File: src/rtl/fifo_pkg.sv
// Shared definitions for the FIFO read-side controller and its holding buffer.
package fifo_pkg;

  localparam int unsigned BUF_DEPTH     = 3;
  localparam int unsigned DEFAULT_WIDTH = 8;
  localparam int unsigned PTR_W         = 2;

  typedef logic [PTR_W-1:0] ptr_t;

  // Circular pointer advance over BUF_DEPTH entries: 0 -> 1 -> 2 -> 0.
  function automatic ptr_t ptr_inc(input ptr_t p);
    if (p == ptr_t'(BUF_DEPTH - 1)) begin
      return '0;
    end
    return p + ptr_t'(1);
  endfunction

endpackage

File: src/rtl/fifo_rd_buf.sv
// Three-entry circular holding buffer between the FIFO read port and the output stream.
module fifo_rd_buf
  import fifo_pkg::*;
#(
  parameter int unsigned WIDTH = DEFAULT_WIDTH
) (
  input  logic             clk,
  input  logic             rstn,
  input  logic             wr_en,
  input  logic [WIDTH-1:0] wdata,
  input  logic             rd_en,
  output logic [WIDTH-1:0] rdata,
  output logic [1:0]       occ
);

  logic [WIDTH-1:0] mem_q [BUF_DEPTH];
  logic [WIDTH-1:0] mem_d [BUF_DEPTH];
  ptr_t             wr_ptr_q, wr_ptr_d;
  ptr_t             rd_ptr_q, rd_ptr_d;
  logic [1:0]       occ_q, occ_d;

  // Next-state: write at wr_ptr, advance pointers, track occupancy.
  always_comb begin
    mem_d    = mem_q;
    wr_ptr_d = wr_ptr_q;
    rd_ptr_d = rd_ptr_q;
    if (wr_en) begin
      mem_d[wr_ptr_q] = wdata;
      wr_ptr_d        = ptr_inc(wr_ptr_q);
    end
    if (rd_en) begin
      rd_ptr_d = ptr_inc(rd_ptr_q);
    end
    occ_d = occ_q + {1'b0, wr_en} - {1'b0, rd_en};
  end

  // State registers; every entry clears so the idle output word reads as zero.
  always_ff @(posedge clk or negedge rstn) begin
    if (!rstn) begin
      for (int i = 0; i < BUF_DEPTH; i++) begin
        mem_q[i] <= '0;
      end
      wr_ptr_q <= '0;
      rd_ptr_q <= '0;
      occ_q    <= '0;
    end else begin
      mem_q    <= mem_d;
      wr_ptr_q <= wr_ptr_d;
      rd_ptr_q <= rd_ptr_d;
      occ_q    <= occ_d;
    end
  end

  assign rdata = mem_q[rd_ptr_q];
  assign occ   = occ_q;

endmodule

File: src/rtl/fifo_reader.sv
// Read-side controller: issues pops, captures registered FIFO data, streams it out valid/ready.
module fifo_reader
  import fifo_pkg::*;
#(
  parameter int unsigned WIDTH = DEFAULT_WIDTH,
  parameter int unsigned CNT_W = 16
) (
  input  logic             clk,
  input  logic             rstn,
  input  logic             fifo_empty,
  input  logic             fifo_push_busy,
  input  logic [WIDTH-1:0] fifo_dout,
  output logic             fifo_pop,
  output logic             m_valid,
  input  logic             m_ready,
  output logic [WIDTH-1:0] m_data,
  output logic [CNT_W-1:0] pop_count
);

  logic [1:0]       occ;
  logic             inflight_q, inflight_d;
  logic [CNT_W-1:0] pop_count_q, pop_count_d;
  logic             acc;
  logic             rd_en;

  // Pop only when the word it returns is guaranteed a buffer slot; no path from m_ready.
  always_comb begin
    fifo_pop    = ~fifo_empty & (({1'b0, occ} + {2'b00, inflight_q}) <= 3'd2);
    // The FIFO gives its write side priority, so a pop during a push is dropped.
    acc         = fifo_pop & ~fifo_push_busy;
    inflight_d  = acc;
    pop_count_d = pop_count_q + CNT_W'(acc);
    m_valid     = (occ != 2'd0);
    rd_en       = m_valid & m_ready;
  end

  // In-flight flag and accepted-pop statistics counter.
  always_ff @(posedge clk or negedge rstn) begin
    if (!rstn) begin
      inflight_q  <= 1'b0;
      pop_count_q <= '0;
    end else begin
      inflight_q  <= inflight_d;
      pop_count_q <= pop_count_d;
    end
  end

  fifo_rd_buf #(
    .WIDTH(WIDTH)
  ) u_buf (
    .clk  (clk),
    .rstn (rstn),
    .wr_en(inflight_q),
    .wdata(fifo_dout),
    .rd_en(rd_en),
    .rdata(m_data),
    .occ  (occ)
  );

  assign pop_count = pop_count_q;

endmodule

File: config.mk
export PLATFORM = sky130hd
export DESIGN_NAME = fifo_reader
export DESIGN_NICKNAME = d
export VERILOG_FILES = /design/src/rtl/fifo_pkg.sv /design/src/rtl/fifo_rd_buf.sv /design/src/rtl/fifo_reader.sv
export SDC_FILE = /design/constraint.sdc
export NUM_CORES = 1
export LEC_CHECK = 0
export CAP_MARGIN = 20
export CORE_ASPECT_RATIO = 1.1
export CORE_UTILIZATION = 47
export CTS_CLUSTER_DIAMETER = 60
export DETAILED_ROUTE_END_ITERATION = 12
export MAX_ROUTING_LAYER = met4
export PLACE_DENSITY = 0.76
export SKIP_CTS_REPAIR_TIMING = 1
export SYNTH_ARGS = -nofsm -noshare
export SYNTH_HDL_FRONTEND = slang
export SYNTH_SLANG_ARGS = --single-unit
File: constraint.sdc
create_clock -name clk -period 1.9 [get_ports clk]
set_input_delay 0.285 -clock clk [delete_from_list [all_inputs] [get_ports clk]]
set_output_delay 0.285 -clock clk [all_outputs]
set_load 0.02 [all_outputs]
# After elaboration in Yosys (flattened, before gate mapping)
# Cells that the tools add are included.
[totals]
out_inout_bits = 26
reg_bits = 47
word_cells = 43
in_bits = 13
[classes]
mux = 14
magnitude_cmp = 4
n_reduce_logical = 2
bitwise = 7
eq_ne = 2
addsub = 6
[op_table]
columns = ["operator", "n"]
rows = [
  ["$bwmux W24", 1],
  ["$mux W8", 3],
  ["$add A16 B1 Y16", 1],
  ["$bmux W8 S2", 1],
  ["$demux W8 S2", 1],
  ["$mux W2", 4],
  ["$ge A3 B3 Y1 const B", 2],
  ["$not A2 Y3", 2],
  ["$add A2 B1 Y2 const B", 2],
  ["$eq A2 B2 Y1 const B", 2],
  ["$mux W1", 4],
  ["$add A2 B1 Y3", 1],
  ["$and A1 B1 Y1", 3],
  ["$le A3 B2 Y1 const B", 1],
  ["$lt A3 B1 Y1 const B", 1],
  ["$add A2 B1 Y2", 1],
  ["$not A1 Y1", 2],
  ["$reduce_bool A2 Y1", 1],
  ["$sub A2 B1 Y2", 1],
  ["$logic_and A1 B1 Y1", 1],
]

# Longest topological paths before layout
[logic_depth]
ltp_word = 6
mapped_depth = 10
depth_no_buf = 10

# Hierarchy
# A second synthesis with hierarchy kept.
[unflattened]
cells_unflattened = 159
hier_area_um2 = 2112.0
[modules_own_cells]
columns = ["mod", "seq_area_each_um2", "area_per_inst_um2", "instances", "cells_each"]
rows = [
  ["fifo_rd_buf", 750.7, 1320.0, 1, 89],
  ["fifo_reader", 425.4, 792.0, 1, 70],
]

# Worst setup path before layout
# OpenSTA, ideal clock, no wires.
[synth_path]
path_type = "register to register"
start = "register inflight_q"
end = "register pop_count_q[14], in the netlist pop_count[14]"
arrival_time_ns = 1.986
setup_ns = 0.080
n_path_buf = 0
t_required_ns = 1.820
slack_ns = -0.165
stages_incl_launch_ff = 11
synth_period_minus_slack_ns = 2.065
cell_sequence = "dfrtp_1 > ha_1 > ha_1 > nor2_1 > a21oi_1 > nor3_1 > ha_1 > ha_1 > nand2_1 > nor4_2 > xor2_1"
[synth_via]
elab_chain_len = 5
[synth_rtl]
columns = ["element", "line_no", "source"]
rows = [
  ["start, declared", "fifo_reader.sv:21", "logic inflight_q, inflight_d;"],
  ["start signal, assigned", "fifo_reader.sv:43", "inflight_q <= inflight_d;"],
  ["$add A2 B1 Y3", "fifo_reader.sv:28", "fifo_pop = ~fifo_empty & (({1'b0, occ} + {2'b00, inflight_q}) <= 3'd2);"],
  ["$le A3 B2 Y1", "fifo_reader.sv:28", ""],
  ["$and A1 B1 Y1", "fifo_reader.sv:28", ""],
  ["$and A1 B1 Y1", "fifo_reader.sv:30", "acc = fifo_pop & ~fifo_push_busy;"],
  ["named net acc", "fifo_reader.sv:23", "logic acc;"],
  ["$add A16 B1 Y16", "fifo_reader.sv:32", "pop_count_d = pop_count_q + CNT_W'(acc);"],
  ["named net pop_count_d[14]", "fifo_reader.sv:22", "logic [CNT_W-1:0] pop_count_q, pop_count_d;"],
  ["end signal, assigned", "fifo_reader.sv:44", "pop_count_q <= pop_count_d;"],
  ["end, declared", "fifo_reader.sv:22", ""],
]
# The timed path passes the listed nets, and every way through them passes these cells.
# A chain may end at the register's enable or synchronous reset.

# Worst setup path after layout
[layout_path]
start = "register u_buf.occ_q[0], in the netlist u_buf.occ[0]"
end = "register pop_count_q[9], in the netlist pop_count[9]"
[layout_via]
elab_chain_len = 5
[layout_rtl]
columns = ["element", "line_no", "source"]
rows = [
  ["start, declared", "fifo_rd_buf.sv:20", "logic [1:0] occ_q, occ_d;"],
  ["start signal, assigned", "fifo_rd_buf.sv:45", "occ_q <= '0;"],
  ["start signal, assigned", "fifo_rd_buf.sv:50", "occ_q <= occ_d;"],
  ["$add A2 B1 Y3", "fifo_reader.sv:28", ""],
  ["$le A3 B2 Y1", "fifo_reader.sv:28", ""],
  ["$and A1 B1 Y1", "fifo_reader.sv:28", ""],
  ["$and A1 B1 Y1", "fifo_reader.sv:30", ""],
  ["named net acc", "fifo_reader.sv:23", ""],
  ["$add A16 B1 Y16", "fifo_reader.sv:32", ""],
  ["named net pop_count_d[9]", "fifo_reader.sv:22", ""],
]
# The timed path passes the listed nets, and every way through them passes these cells.

==> out/results.txt <==
Vias in the first global route = 1483
Gate power share = 0.442
Biggest area consumer among synthesized cells = dfrtp_1
Top Metal Used = met4
ANT nets after route = 0
WP data arrival = 2340 ps
Worst path slowest cell = dfrtp_1
Yosys cell types = 26
Routability cong. = 0.7521
Hold_ws = 24.22 ps
Design Area, Final = 0.002984 mm²
CP Depth = 10
CTS Buffer Depth = 2
Kind of critical path = reg -> reg
Post-synth EDFFs = 0
Port Buffers = 38
R2R Path Start = u_buf.occ[0]$_DFF_PN0_
Clock network fraction of total power = 0.171
Dpl ws = -147.6 ps
DR WL met3 = 210 µm
Post-Route WL = 4.134 mm
Clk sink count = 47
Worst Skew = 6.548 ps
Power per cell area = 1448 mW/mm²
Commonest cells post-synth = dfrtp_1, mux2_2, nand2_1, o21ai_0, xor2_1
Grt total ovfl = 0
M1 WL = 1.813 mm
Failing checks = setup timing
Synth area leaders = dfrtp_1, mux2_2, mux2_4
H-tree depth = 2
Vias after detailed routing = 1446
Number of buffers created by CTS = 5
Largest net degree at the start of global routing = 33
Die height = 72.74 µm
Final Max Tran Viols = 0
DRT Pass-1 Iters = 3
Initial antenna violation count = 0
Final setup fails = 13
Worst EP required = 2120 ps
Max-slew headroom = 0.5363
Critical path endpoint category = flip-flop
Worst setup path endpoint = pop_count[9]$_DFF_PN0_
Syn-to-layout area delta = 39.56%
Vias/cell = 5.164
Worst-path fanout max = 6
Reg power frac = 0.387
Syn nets = 189
Met2 wire len = 2.049 mm
Final Critical Period = 2114 ps
DR iter-0 viols = 40
Flops & latches, synth = 47
Rows = 25
NetSw = 1.468 mW
Cell count after synthesis = 169
Global-route wire length before repair = 6.596 mm
Top-count cell post-synth = dfrtp_1
Clk slew on worst S/H paths = 80 ps
Post-synth top area share = 0.5500
Worst-Skew Late Latency = 300 ps
Die width = 66.31 µm
Total Routing Usage GR = 0.1921
Sequential fraction of the synthesis area = 0.5500
Yosys warns = 0
Peak ir drop on the vdd network = 0.8292 mV
Final Cycle Share = 1.113
Startpoint type of the worst setup path = flip-flop
Ports = 39
Detailed placer's ending HPWL = 2.954 mm
Wirelength per Cell = 14.76 µm
CP cell instances = ha_4, ha_4, nor2_4, a21oi_4, nor3_2, ha_2, nand3_4, buf_4, nor3_2, xor2_1
RSZ-0062 raised after global routing = true
Max Cap Violations = 0
DRC Markers = 0
Status = finished with violations
Core area = 0.004317 mm²
RR Endpoint = pop_count[9]$_DFF_PN0_
Worst Hold Class = in -> async
CP top delay family = simple AND/OR/NAND/NOR gates
Cell-internal power = 2.853 mW
Ant. Diodes = 0
Die area = 0.004823 mm²
Initial core utilization = 0.4954
Post-Syn Area = 0.002138 mm²
Layout cells sized above 1 = 0.3186
Worst r2r path cells = 10
CTS tree = done
CP Launch Point = u_buf.occ[0]$_DFF_PN0_
Root Buffer = clkbuf_8
Max Freq = 0.4729 GHz
Placed Area = 0.002721 mm²
R2r setup slk = -210 ps
Final worst slack = -214.4 ps
Worst Max-Slew Pin Slew = 695.6 ps
Syn Area/Cell = 12.65 µm²
WP buf/inv = 1
Most used DFF post-synth = dfrtp_1
CP max stage delay = 410 ps
Final Hold Viols = 0
Synth async-reset ratio = 1.000
Final nets = 245
Leakage = 1.467 nW
Switching share of power = 0.3397
[power groups by stage]
stage,clock (mW),combinational [mW],sequential [mW]
after floorplan,0,1.08,1.66
after global placement,0,1.78,1.64
after detailed placement,0,1.84,1.67
after CTS,0.771,1.84,1.65
after global routing,0.803,2.08,1.72
final,0.741,1.91,1.67
[placed cells by master (no fill, tap or decap), types with 2 or more instances in the layout]
| cell | Yosys | routed |
|---|---|---|
| dfrtp_1 | 47 | 46 |
| clkdlybuf4s50_1 | 0 | 27 |
| mux2_2 | 17 | 17 |
| buf_4 | 0 | 14 |
| nand2_1 | 13 | 12 |
| xor2_1 | 10 | 10 |
| dlymetal6s2s_1 | 0 | 10 |
| o21ai_0 | 10 | 9 |
| inv_1 | 9 | 8 |
| mux2i_1 | 8 | 8 |
| mux2_4 | 8 | 8 |
| xnor2_1 | 6 | 6 |
| clkbuf_8 | 0 | 6 |
| nor3_2 | 1 | 5 |
| nand3_1 | 6 | 5 |
| ha_4 | 0 | 4 |
| nor4_4 | 0 | 3 |
| nor2_4 | 0 | 2 |
| nand4_1 | 2 | 2 |
| nor3_1 | 6 | 2 |
| nor2_1 | 5 | 2 |
| a21o_1 | 2 | 2 |
| ha_1 | 7 | 2 |
[worst register-to-register path: stages (launching register included)]
cell	delay, ps
dfrtp_1	410
ha_4	190
ha_4	160
nor2_4	100
a21oi_4	70
nor3_2	200
ha_2	260
nand3_4	130
buf_4	180
nor3_2	190
xor2_1	160
[cell type report]
cell class / count / area (µm²)
Multi-Input combinational cell: 109 / 1071
Sequential cell: 47 / 1177
Tap cell: 54 / 67.56
Clock inverter: 2 / 35.03
Timing Repair Buffer: 53 / 516.7
Inverter: 9 / 33.78
Fill cell: 309 / 1333
Clock buffer: 6 / 82.58
[logic make-up after synthesis]
logic type / Yosys count / synth area share
flops: 47 / 0.5500
simple gates: 40 / 0.1007
mux: 33 / 0.1832
xor+xnor: 16 / 0.06553
compound gates: 13 / 0.03276
buf+inv: 13 / 0.02691
fa+ha+maj: 7 / 0.04096
[how the worst min path moves through the flow]
stage | end | slack (ps) | cells past startpoint
after detailed placement | u_buf.mem_q[11]$_DFFE_PN0P_ | 370 | 1
after CTS | u_buf.mem_q[11]$_DFFE_PN0P_ | 30 | 1
after global placement | u_buf.mem_q[3]$_DFFE_PN0P_ | 350 | 1
final | u_buf.mem_q[11]$_DFFE_PN0P_ | 20 | 1
after floorplan | inflight_q$_DFF_PN0_ | -10 | 0
after global routing | u_buf.mem_q[11]$_DFFE_PN0P_ | 70 | 1
[registers in the layout, summed over array words and instances, names as in the netlist]
| register | count |
|---|---|
| u_buf.wr_ptr_q | 2 |
| pop_count | 16 |
| u_buf.occ | 2 |
| u_buf.rd_ptr_q | 2 |
| inflight_q | 1 |
| u_buf.mem_q | 24 |
[per-stage QoR]
stage	util	total power [mW]	cells	setup TNS (ps)
2_1_floorplan	-	2.743	169	-11.10
5_1_grt	0.6913	4.601	280	-3146
6_report	0.6913	4.322	280	-1603
3_3_place_gp	0.6304	3.411	268	-207.2
3_5_place_dp	0.6304	3.504	268	-1150
4_1_cts	0.6577	4.261	276	-3582
[layer usage]
metal  global-route usage  up-vias
met2               0.3209       34
li1                     -      693
met5                    -        -
met3              0.05000        7
met1               0.2195      712
met4              0.07565        0
Power figures use the tool's default switching activity.
